File: src/rtl/branch_compare_seq.sv
// -----------------------------------------------------------------------------
// branch_compare_seq
//   Multi-cycle branch resolution for the RV32I core. One SLICE_W-bit
//   subtract/zero-detect slice is walked across the 32-bit operands, LSB
//   first. The walk accumulates the borrow chain and a running zero flag.
//   When the walk ends, EQ/LT/LTU are formed and the funct3 condition is
//   evaluated.
//
// Ports
//   clk        system clock, rising edge
//   reset      asynchronous active-low reset
//   in_valid   request valid              in_ready   block is idle and can accept
//   rs1, rs2   32-bit operands            funct3     branch type
//   flush      synchronous abort; drops any in-flight or presented request
//   out_valid  result valid               out_ready  consumer accepts result
//   taken      branch condition           eq/lt/ltu  compare flags
//   illegal    funct3 was 010 or 011      busy       not idle
// -----------------------------------------------------------------------------
module branch_compare_seq #(
  parameter int SLICE_W = 8
) (
  input  logic        clk,
  input  logic        reset,
  input  logic        in_valid,
  output logic        in_ready,
  input  logic [31:0] rs1,
  input  logic [31:0] rs2,
  input  logic [2:0]  funct3,
  input  logic        flush,
  output logic        out_valid,
  input  logic        out_ready,
  output logic        taken,
  output logic        eq,
  output logic        lt,
  output logic        ltu,
  output logic        illegal,
  output logic        busy
);

  localparam int NSLICES = 32 / SLICE_W;
  localparam int CNT_W   = (NSLICES > 1) ? $clog2(NSLICES) : 1;
  localparam logic [CNT_W-1:0] LAST = CNT_W'(NSLICES - 1);

  typedef enum logic [1:0] {S_IDLE, S_RUN, S_DONE} state_t;

  state_t            r_state;
  logic [CNT_W-1:0]  r_idx;
  logic              r_carry;
  logic              r_zero;
  logic [31:0]       r_a;
  logic [31:0]       r_b;
  logic [2:0]        r_f3;
  logic              r_a_msb;
  logic              r_sign_diff;
  logic              r_out_valid;
  logic              r_taken;
  logic              r_eq;
  logic              r_lt;
  logic              r_ltu;
  logic              r_illegal;

  logic [SLICE_W:0]  w_sum;
  logic              w_carry_nxt;
  logic              w_zero_nxt;
  logic              w_ltu;
  logic              w_lt;
  logic              w_f3_illegal;

  function automatic logic branch_taken(input logic [2:0] f3, input logic e,
                                        input logic s_lt, input logic u_lt);
    logic t;
    t = 1'b0;
    case (f3)
      3'b000:  t = e;
      3'b001:  t = ~e;
      3'b100:  t = s_lt;
      3'b101:  t = ~s_lt;
      3'b110:  t = u_lt;
      3'b111:  t = ~u_lt;
      default: t = 1'b0;
    endcase
    return t;
  endfunction

  // The operand registers are shifted right each RUN cycle, so the active
  // slice always sits in the low SLICE_W bits. A + ~B + 1 chained across
  // slices gives A - B; a final carry of 0 means a borrow, i.e. A < B unsigned.
  assign w_sum        = {1'b0, r_a[SLICE_W-1:0]} + {1'b0, ~r_b[SLICE_W-1:0]}
                      + {{SLICE_W{1'b0}}, r_carry};
  assign w_carry_nxt  = w_sum[SLICE_W];
  assign w_zero_nxt   = r_zero & (w_sum[SLICE_W-1:0] == '0);
  assign w_ltu        = ~w_carry_nxt;
  // Differing signs decide signed order directly: the negative one is smaller.
  assign w_lt         = r_sign_diff ? r_a_msb : w_ltu;
  assign w_f3_illegal = (funct3[2:1] == 2'b01);

  assign in_ready  = (r_state == S_IDLE);
  assign busy      = (r_state != S_IDLE);
  assign out_valid = r_out_valid;
  assign taken     = r_taken;
  assign eq        = r_eq;
  assign lt        = r_lt;
  assign ltu       = r_ltu;
  assign illegal   = r_illegal;

  // Control and result registers
  always_ff @(posedge clk or negedge reset) begin
    if (!reset) begin
      r_state     <= S_IDLE;
      r_idx       <= '0;
      r_carry     <= 1'b1;
      r_zero      <= 1'b1;
      r_out_valid <= 1'b0;
      r_taken     <= 1'b0;
      r_eq        <= 1'b0;
      r_lt        <= 1'b0;
      r_ltu       <= 1'b0;
      r_illegal   <= 1'b0;
    end else if (flush) begin
      r_state     <= S_IDLE;
      r_idx       <= '0;
      r_carry     <= 1'b1;
      r_zero      <= 1'b1;
      r_out_valid <= 1'b0;
      r_taken     <= 1'b0;
      r_eq        <= 1'b0;
      r_lt        <= 1'b0;
      r_ltu       <= 1'b0;
      r_illegal   <= 1'b0;
    end else begin
      case (r_state)
        S_IDLE: begin
          if (in_valid) begin
            r_idx   <= '0;
            r_carry <= 1'b1;
            r_zero  <= 1'b1;
            if (w_f3_illegal) begin
              r_state     <= S_DONE;
              r_out_valid <= 1'b1;
              r_illegal   <= 1'b1;
              r_taken     <= 1'b0;
              r_eq        <= 1'b0;
              r_lt        <= 1'b0;
              r_ltu       <= 1'b0;
            end else begin
              r_state <= S_RUN;
            end
          end
        end
        S_RUN: begin
          r_carry <= w_carry_nxt;
          r_zero  <= w_zero_nxt;
          r_idx   <= r_idx + CNT_W'(1);
          if (r_idx == LAST) begin
            r_state     <= S_DONE;
            r_out_valid <= 1'b1;
            r_eq        <= w_zero_nxt;
            r_ltu       <= w_ltu;
            r_lt        <= w_lt;
            r_illegal   <= 1'b0;
            r_taken     <= branch_taken(r_f3, w_zero_nxt, w_lt, w_ltu);
          end
        end
        S_DONE: begin
          if (out_ready) begin
            r_state     <= S_IDLE;
            r_out_valid <= 1'b0;
            r_taken     <= 1'b0;
            r_eq        <= 1'b0;
            r_lt        <= 1'b0;
            r_ltu       <= 1'b0;
            r_illegal   <= 1'b0;
          end
        end
        default: r_state <= S_IDLE;
      endcase
    end
  end

  // Operand capture and slice shifting (data only, no reset needed)
  always_ff @(posedge clk) begin
    if (r_state == S_IDLE && in_valid) begin
      r_a         <= rs1;
      r_b         <= rs2;
      r_f3        <= funct3;
      r_a_msb     <= rs1[31];
      r_sign_diff <= rs1[31] ^ rs2[31];
    end else if (r_state == S_RUN) begin
      r_a <= r_a >> SLICE_W;
      r_b <= r_b >> SLICE_W;
    end
  end

endmodule

File: config.mk
export PLATFORM = sky130hd
export DESIGN_NAME = branch_compare_seq
export DESIGN_NICKNAME = d
export VERILOG_FILES = /design/src/rtl/branch_compare_seq.sv
export SDC_FILE = /design/constraint.sdc
export NUM_CORES = 1
export LEC_CHECK = 0
export ABC_CLOCK_PERIOD_IN_PS = 6660
export BUFFER_PORTS_ARGS = -buffer_cell sky130_fd_sc_hd__buf_2
export CORE_ASPECT_RATIO = 1.4
export CORE_MARGIN = 2
export CORE_UTILIZATION = 59
export DETAILED_ROUTE_END_ITERATION = 6
export PLACE_DENSITY_LB_ADDON = 0.08
export SYNTH_ARGS = -nofsm -noshare
export SYNTH_HDL_FRONTEND = slang
export SYNTH_SLANG_ARGS = --single-unit
File: constraint.sdc
create_clock -name clk -period 6.66 [get_ports clk]
set_input_delay 0.666 -clock clk [delete_from_list [all_inputs] [get_ports clk]]
set_output_delay 0.666 -clock clk [all_outputs]
set_load 0.01 [all_outputs]
==> flow_summary.json, run 1 <==
{
  "ys_types": 42,
  "n_antenna_cell": 0,
  "clk_path_buf_depth": 2,
  "yosys_warnings": 0,
  "hold_violations": 0,
  "cts_hold_buf": 0,
  "first_pass_iters": 4,
  "grt_pass1_vias": 2522,
  "nets": 445,
  "synthesis.nets": 366,
  "insertion_delay_ps": 340,
  "synth_area_um2": 3920,
  "via_per_inst": 5.65,
  "vias": 2479,
  "cp.required_ps": 6890,
  "yosysMostFrequentCell": "edfxtp_1",
  "post-cts-setup-buffers": 0,
  "cp-start-kind": "flip-flop",
  "cts_max_level": 3,
  "synth.area.top_cells": "edfxtp_1 53%, mux2_2 14%, dfrtp_1 6.4%, ha_1 3.5%, and3_1 2.7%",
  "fin_skew_ps": 6.28,
  "critPathKind": "reg2reg",
  "ioPinCount": 80,
  "reg2reg_to": "taken$_DFFE_PN0P_",
  "wl_per_cell_um": 15.8,
  "final.setup.worst_slack_ps": 3870,
  "grt_max_degree": 65,
  "pre_cts_slack_ps": 3890,
  "dieHeight_um": 100,
  "antenna_found_initial": 0,
  "synth.largest_area_cell": "edfxtp_1",
  "synth_edf_count": 69,
  "layout_min_cycle_time_ps": 2790,
  "regArea_um2": 2370,
  "leakage_nw": 1.95,
  "grt.total_usage_pct": 21.1,
  "syn2layout_area_growth_pct": 17.6,
  "totalWireLength_mm": 6.93,
  "reg2reg_slack_ps": 3870,
  "status": "finished, final reports clean",
  "path_clk_slew_ps": 80,
  "worst_hold_path_type": "in2async",
  "synth_top_area_share_pct": 52.8,
  "synthTopCellsByCount": "69 x edfxtp_1, 48 x mux2_2, 18 x inv_1",
  "ir_worst_vdd_uv": 267,
  "multi_input_area_um2": 1430,
  "synth_ff_type": "edfxtp_1",
  "post-route-period-util_pct": 41.9,
  "clkSinkCount": 81,
  "crit_arrival_ps": 3020,
  "die_w_um": 72.9,
  "cts_root_buf": "clkbuf_8",
  "cts_tree": "built",
  "async_flop_share_pct": 14.8,
  "finalPower_mw": 2.34,
  "ys_seq_area_share_pct": 60.5,
  "whs_ps": 189,
  "start_util_pct": 60.1,
  "place_hpwl_mm": 4.95,
  "slew_headroom_pct": 42.4,
  "ys_seq_elements": 81,
  "portBuffers": 79,
  "floorplan.rows": 35,
  "globalplace.congestion": 0.833,
  "cp-end-kind": "flip-flop",
  "die_area_um2": 7330,
  "drv_cap": 0,
  "grt_pass1_wl_mm": 11.5,
  "reg2reg_from": "r_carry$_DFFE_PN1P_",
  "grt_overflow": 0,
  "p_per_area_nw_per_um2": 508,
  "drt_iter0_drc": 101,
  "drv_slew": 0,
  "tightest_slew_ps": 865,
  "r2r_cells": 9,
  "fmax_mhz": 358,
  "rsz0062_at_grt": "false",
  "design.core.area_um2": 6530,
  "drcViolationCount": 0,
  "fill_cells": 486,
  "path_max_fanout": 4,
  "synthCells": 281,
  "finalSetupViolCount": 0,
  "numCtsBuffers": 9,
  "synth.avg_cell_area_um2": 14.0,
  "ctsResizeCount": 0,
  "layout-drive-gt1-share_pct": 41.9,
  "fin_tns_setup_ps": 0,
  "ant_nets": 0
}
==> stage by stage <==
step	cell area, um^2	instances	utilization [%]
after CTS	4620	439	70.7
after global routing	4620	439	70.7
final	4620	439	70.7
after floorplan	3920	281	-
after global placement	4380	423	67.1
after detailed placement	4380	423	67.1
==> worst max-delay path by stage <==
stage	start	to	slack, ps	depth (start not counted)
after floorplan	r_state[0]$_DFFE_PN0P_	r_a[0]$_DFFE_PP_	3690	7
after global placement	r_carry$_DFFE_PN1P_	taken$_DFFE_PN0P_	3960	9
after detailed placement	r_carry$_DFFE_PN1P_	taken$_DFFE_PN0P_	3890	9
after CTS	r_carry$_DFFE_PN1P_	taken$_DFFE_PN0P_	3870	9
after global routing	r_state[1]$_DFFE_PN0P_	lt$_DFFE_PN0P_	3640	8
final	r_carry$_DFFE_PN1P_	taken$_DFFE_PN0P_	3870	9
==> cells in the final DEF, fill, tap and decap left out, drive strengths merged, types with 9 or more instances in the layout <==
cell type and instances:
and3 17, buf 81, dfrtp 10, nand2 9, inv 20, a21oi 12
mux2 48, ha 11, clkbuf 9, edfxtp 69, nor2 11
==> registers in the layout, summed over array words and instances (netlist names) <==
signal       count
r_sign_diff      1
r_f3             3
r_zero           1
r_carry          1
out_valid        1
r_idx            2
r_a_msb          1
r_a             32
ltu              1
r_state          2
illegal          1
r_b             32
taken            1
eq               1
lt               1
==> power breakdown <==
group / internal [mW] / switching (mW) / total, mW
clock: 0.250 / 0.174 / 0.424
sequential: 0.904 / 0.0786 / 0.983
combinational: 0.412 / 0.525 / 0.938
==> layout make-up <==
class / count / share of cell area, %
sequential: 81 / 51.5
multi-input combinational: 169 / 31.0
timing repair buffer: 81 / 8.89
clock buffer: 9 / 2.68
clock inverter: 7 / 2.52
tap: 74 / 2.01
inverter: 18 / 1.46
==> metal layers <==
metal / track usage [%] / up-vias / share of wire (%)
met5: 0 / - / 0
met4: 7.83 / 0 / 1.5
met3: 5.10 / 6 / 4.7
met2: 36.8 / 72 / 55
met1: 24.9 / 1198 / 39
li1: - / 1203 / -
==> logic make-up after synthesis <==
group,count (synthesis),share of synthesized area [%]
flip-flops,81,60.5
AND/OR/NAND/NOR,59,8.35
multiplexers,52,14.8
AO/OA/AOI/OAI,40,7.62
buffers and inverters,31,3.06
adder cells (fa/ha/maj),13,4.53
XOR/XNOR,5,1.12
==> critical path: stages, from the launching register on <==
cell,delay [ps]
dfstp_2,520
inv_1,60
fa_1,490
fa_1,400
nand2b_1,190
a211oi_1,230
o2111ai_1,210
a22oi_1,270
xor2_1,200
o221ai_2,100
No activity file was read; power rests on OpenSTA's default activity.
==> run 2, diff against run 1 <==
Settings changed: ABC_CLOCK_PERIOD_IN_PS 6660 to 2500, CORE_UTILIZATION 59 to 49.
Clock period 6.66 ns to 2.5 ns, I/O delays scaled along.
==> run 2 against run 1 <==
Effect of this change:
- the run now ends with setup timing left
- total power increased to 2.8 times the previous value
- worst hold slack got worse by 110 ps
- final cell count increased by 8.2%
- design area increased by 3.0%
- combinational power increased to 3.0 times the previous value
- largest cell class unchanged
==> flow_summary.json, run 2 (synthesized netlist as in run 1, its figures left out) <==
{
  "portBuffers": 79,
  "violations": "setup timing",
  "nets": 455,
  "leakage_nw": 1.99,
  "drv_cap": 0,
  "grt.total_usage_pct": 19.0,
  "worst_hold_path_type": "in2reg",
  "tightest_slew_ps": 432,
  "insertion_delay_ps": 350,
  "regArea_um2": 2370,
  "layout-drive-gt1-share_pct": 44.8,
  "grt_max_degree": 39,
  "vias": 2487,
  "grt_overflow": 0,
  "cts_tree": "built",
  "start_util_pct": 50.6,
  "most-common-layout-cells": "79 x buf_2, 69 x edfxtp_1, 48 x mux2_2, 17 x inv_1, 17 x and3_1",
  "globalplace.congestion": 0.889,
  "path_clk_slew_ps": 80,
  "via_per_inst": 5.24,
  "cp.required_ps": 2740,
  "fin_tns_setup_ps": -39.6,
  "clk_path_buf_depth": 2,
  "pre_cts_slack_ps": -220,
  "place_hpwl_mm": 5.44,
  "hold-path-cell-count": 1,
  "n_antenna_cell": 0,
  "ioPinCount": 80,
  "reg2reg_slack_ps": -20,
  "min-delay-start": "funct3[0]",
  "status": "complete, but fails checks",
  "drv_slew": 0,
  "dieHeight_um": 110,
  "cts_root_buf": "clkbuf_8",
  "die_w_um": 79.6,
  "finalSetupViolCount": 3,
  "placed_cell_area_um2": 4500,
  "drt_iter0_drc": 132,
  "cp-start-kind": "flip-flop",
  "totalWireLength_mm": 7.63,
  "die_area_um2": 8750,
  "rsz0062_at_grt": "true",
  "largestRegisters": "r_a x32, r_b x32, r_f3 x3",
  "syn2layout_area_growth_pct": 21.1,
  "cp-end-kind": "flip-flop",
  "slew_headroom_pct": 71.1,
  "multi_input_area_um2": 1470,
  "fill_cells": 621,
  "design.core.area_um2": 7750,
  "path_max_fanout": 3,
  "final.setup.worst_slack_ps": -22.6,
  "final_common_cell": "buf_2",
  "ant_nets": 0,
  "reg2reg_to": "taken$_DFFE_PN0P_",
  "grt_pass1_vias": 2598,
  "ir_worst_vdd_uv": 668,
  "antenna_found_initial": 0,
  "hold_end": "r_f3[0]$_DFFE_PP_",
  "whs_ps": 79.1,
  "r2r_cells": 9,
  "crit_arrival_ps": 2760,
  "p_per_area_nw_per_um2": 1360,
  "grt_pass1_wl_mm": 12.2,
  "fmax_mhz": 396,
  "fin_skew_ps": 10.6,
  "cts_max_level": 3,
  "layout_min_cycle_time_ps": 2520,
  "wl_per_cell_um": 16.1,
  "hold_violations": 0,
  "drcViolationCount": 0,
  "numCtsBuffers": 9,
  "stdcell_area_um2": 4750,
  "first_pass_iters": 4,
  "post-route-period-util_pct": 101,
  "floorplan.rows": 38,
  "reg2reg_from": "r_carry$_DFFE_PN1P_",
  "critPathKind": "reg2reg",
  "finalPower_mw": 6.46,
  "clkSinkCount": 81
}
-- run 2: changes by cell type in the layout (fill, tap and decap cells not counted), moves of 3 or more --
cell      change
a21oi_1       -3
a21oi_2       +3
buf_4         +7
clkbuf_1      +3
-- run 2: worst max path at each step --
stage / from / end / depth (start not counted)
after floorplan: r_carry$_DFFE_PN1P_ / taken$_DFFE_PN0P_ / 9
after global placement: r_carry$_DFFE_PN1P_ / taken$_DFFE_PN0P_ / 9
after detailed placement: r_carry$_DFFE_PN1P_ / taken$_DFFE_PN0P_ / 9
after CTS: r_carry$_DFFE_PN1P_ / taken$_DFFE_PN0P_ / 9
after global routing: r_carry$_DFFE_PN1P_ / taken$_DFFE_PN0P_ / 9
final: r_carry$_DFFE_PN1P_ / taken$_DFFE_PN0P_ / 9
-- run 2: through the flow --
| stage | util, % | instances |
|---|---|---|
| finish | 61.3 | 475 |
| global route | 61.3 | 475 |
| CTS | 61.1 | 474 |
| detailed placement | 58.0 | 456 |
| global placement | 58.0 | 456 |
| floorplan | - | 281 |
-- run 2: report_power, final --
part,total (mW),internal [mW],switching [mW]
clock,1.02,0.558,0.458
sequential,2.61,2.40,0.214
combinational,2.83,1.32,1.51
total,6.46,4.27,2.19
-- run 2: area by class of cell --
class / count / area share [%]
Inverter: 18 / 1.42
Clock buffer: 12 / 2.84
Multi-Input combinational cell: 169 / 30.9
Timing Repair Buffer: 91 / 10.8
Sequential cell: 81 / 50.0
Tap cell: 100 / 2.63
Clock inverter: 4 / 1.42
-- run 2: timing repair --
item / 4_1_cts / 5_1_grt
setup endpoints to repair: 4 / 4
hold buffers: 1 / 0
buffers inserted: 1 / 1
gates resized for setup: 6 / 2
endpoints found under the hold margin: 10 / 0
pin swaps: 3 / 4
-- run 2: critical path, cell delays in order, from the launching register on --
cell	delay, ps
dfstp_2	540
inv_2	40
fa_2	350
fa_2	360
nand2b_4	170
a21oi_2	150
mux2i_2	100
a2111oi_4	400
xnor2_1	180
o221ai_2	110
-- run 2: routing by layer --
layer  global-route usage [%]  vias to the layer above  wire length, um
met5                        0                        -                0
met4                     7.14                        0              131
met3                     5.91                       10              335
met2                     34.2                       62             4190
met1                     20.7                     1190             2980
li1                         -                     1225                -
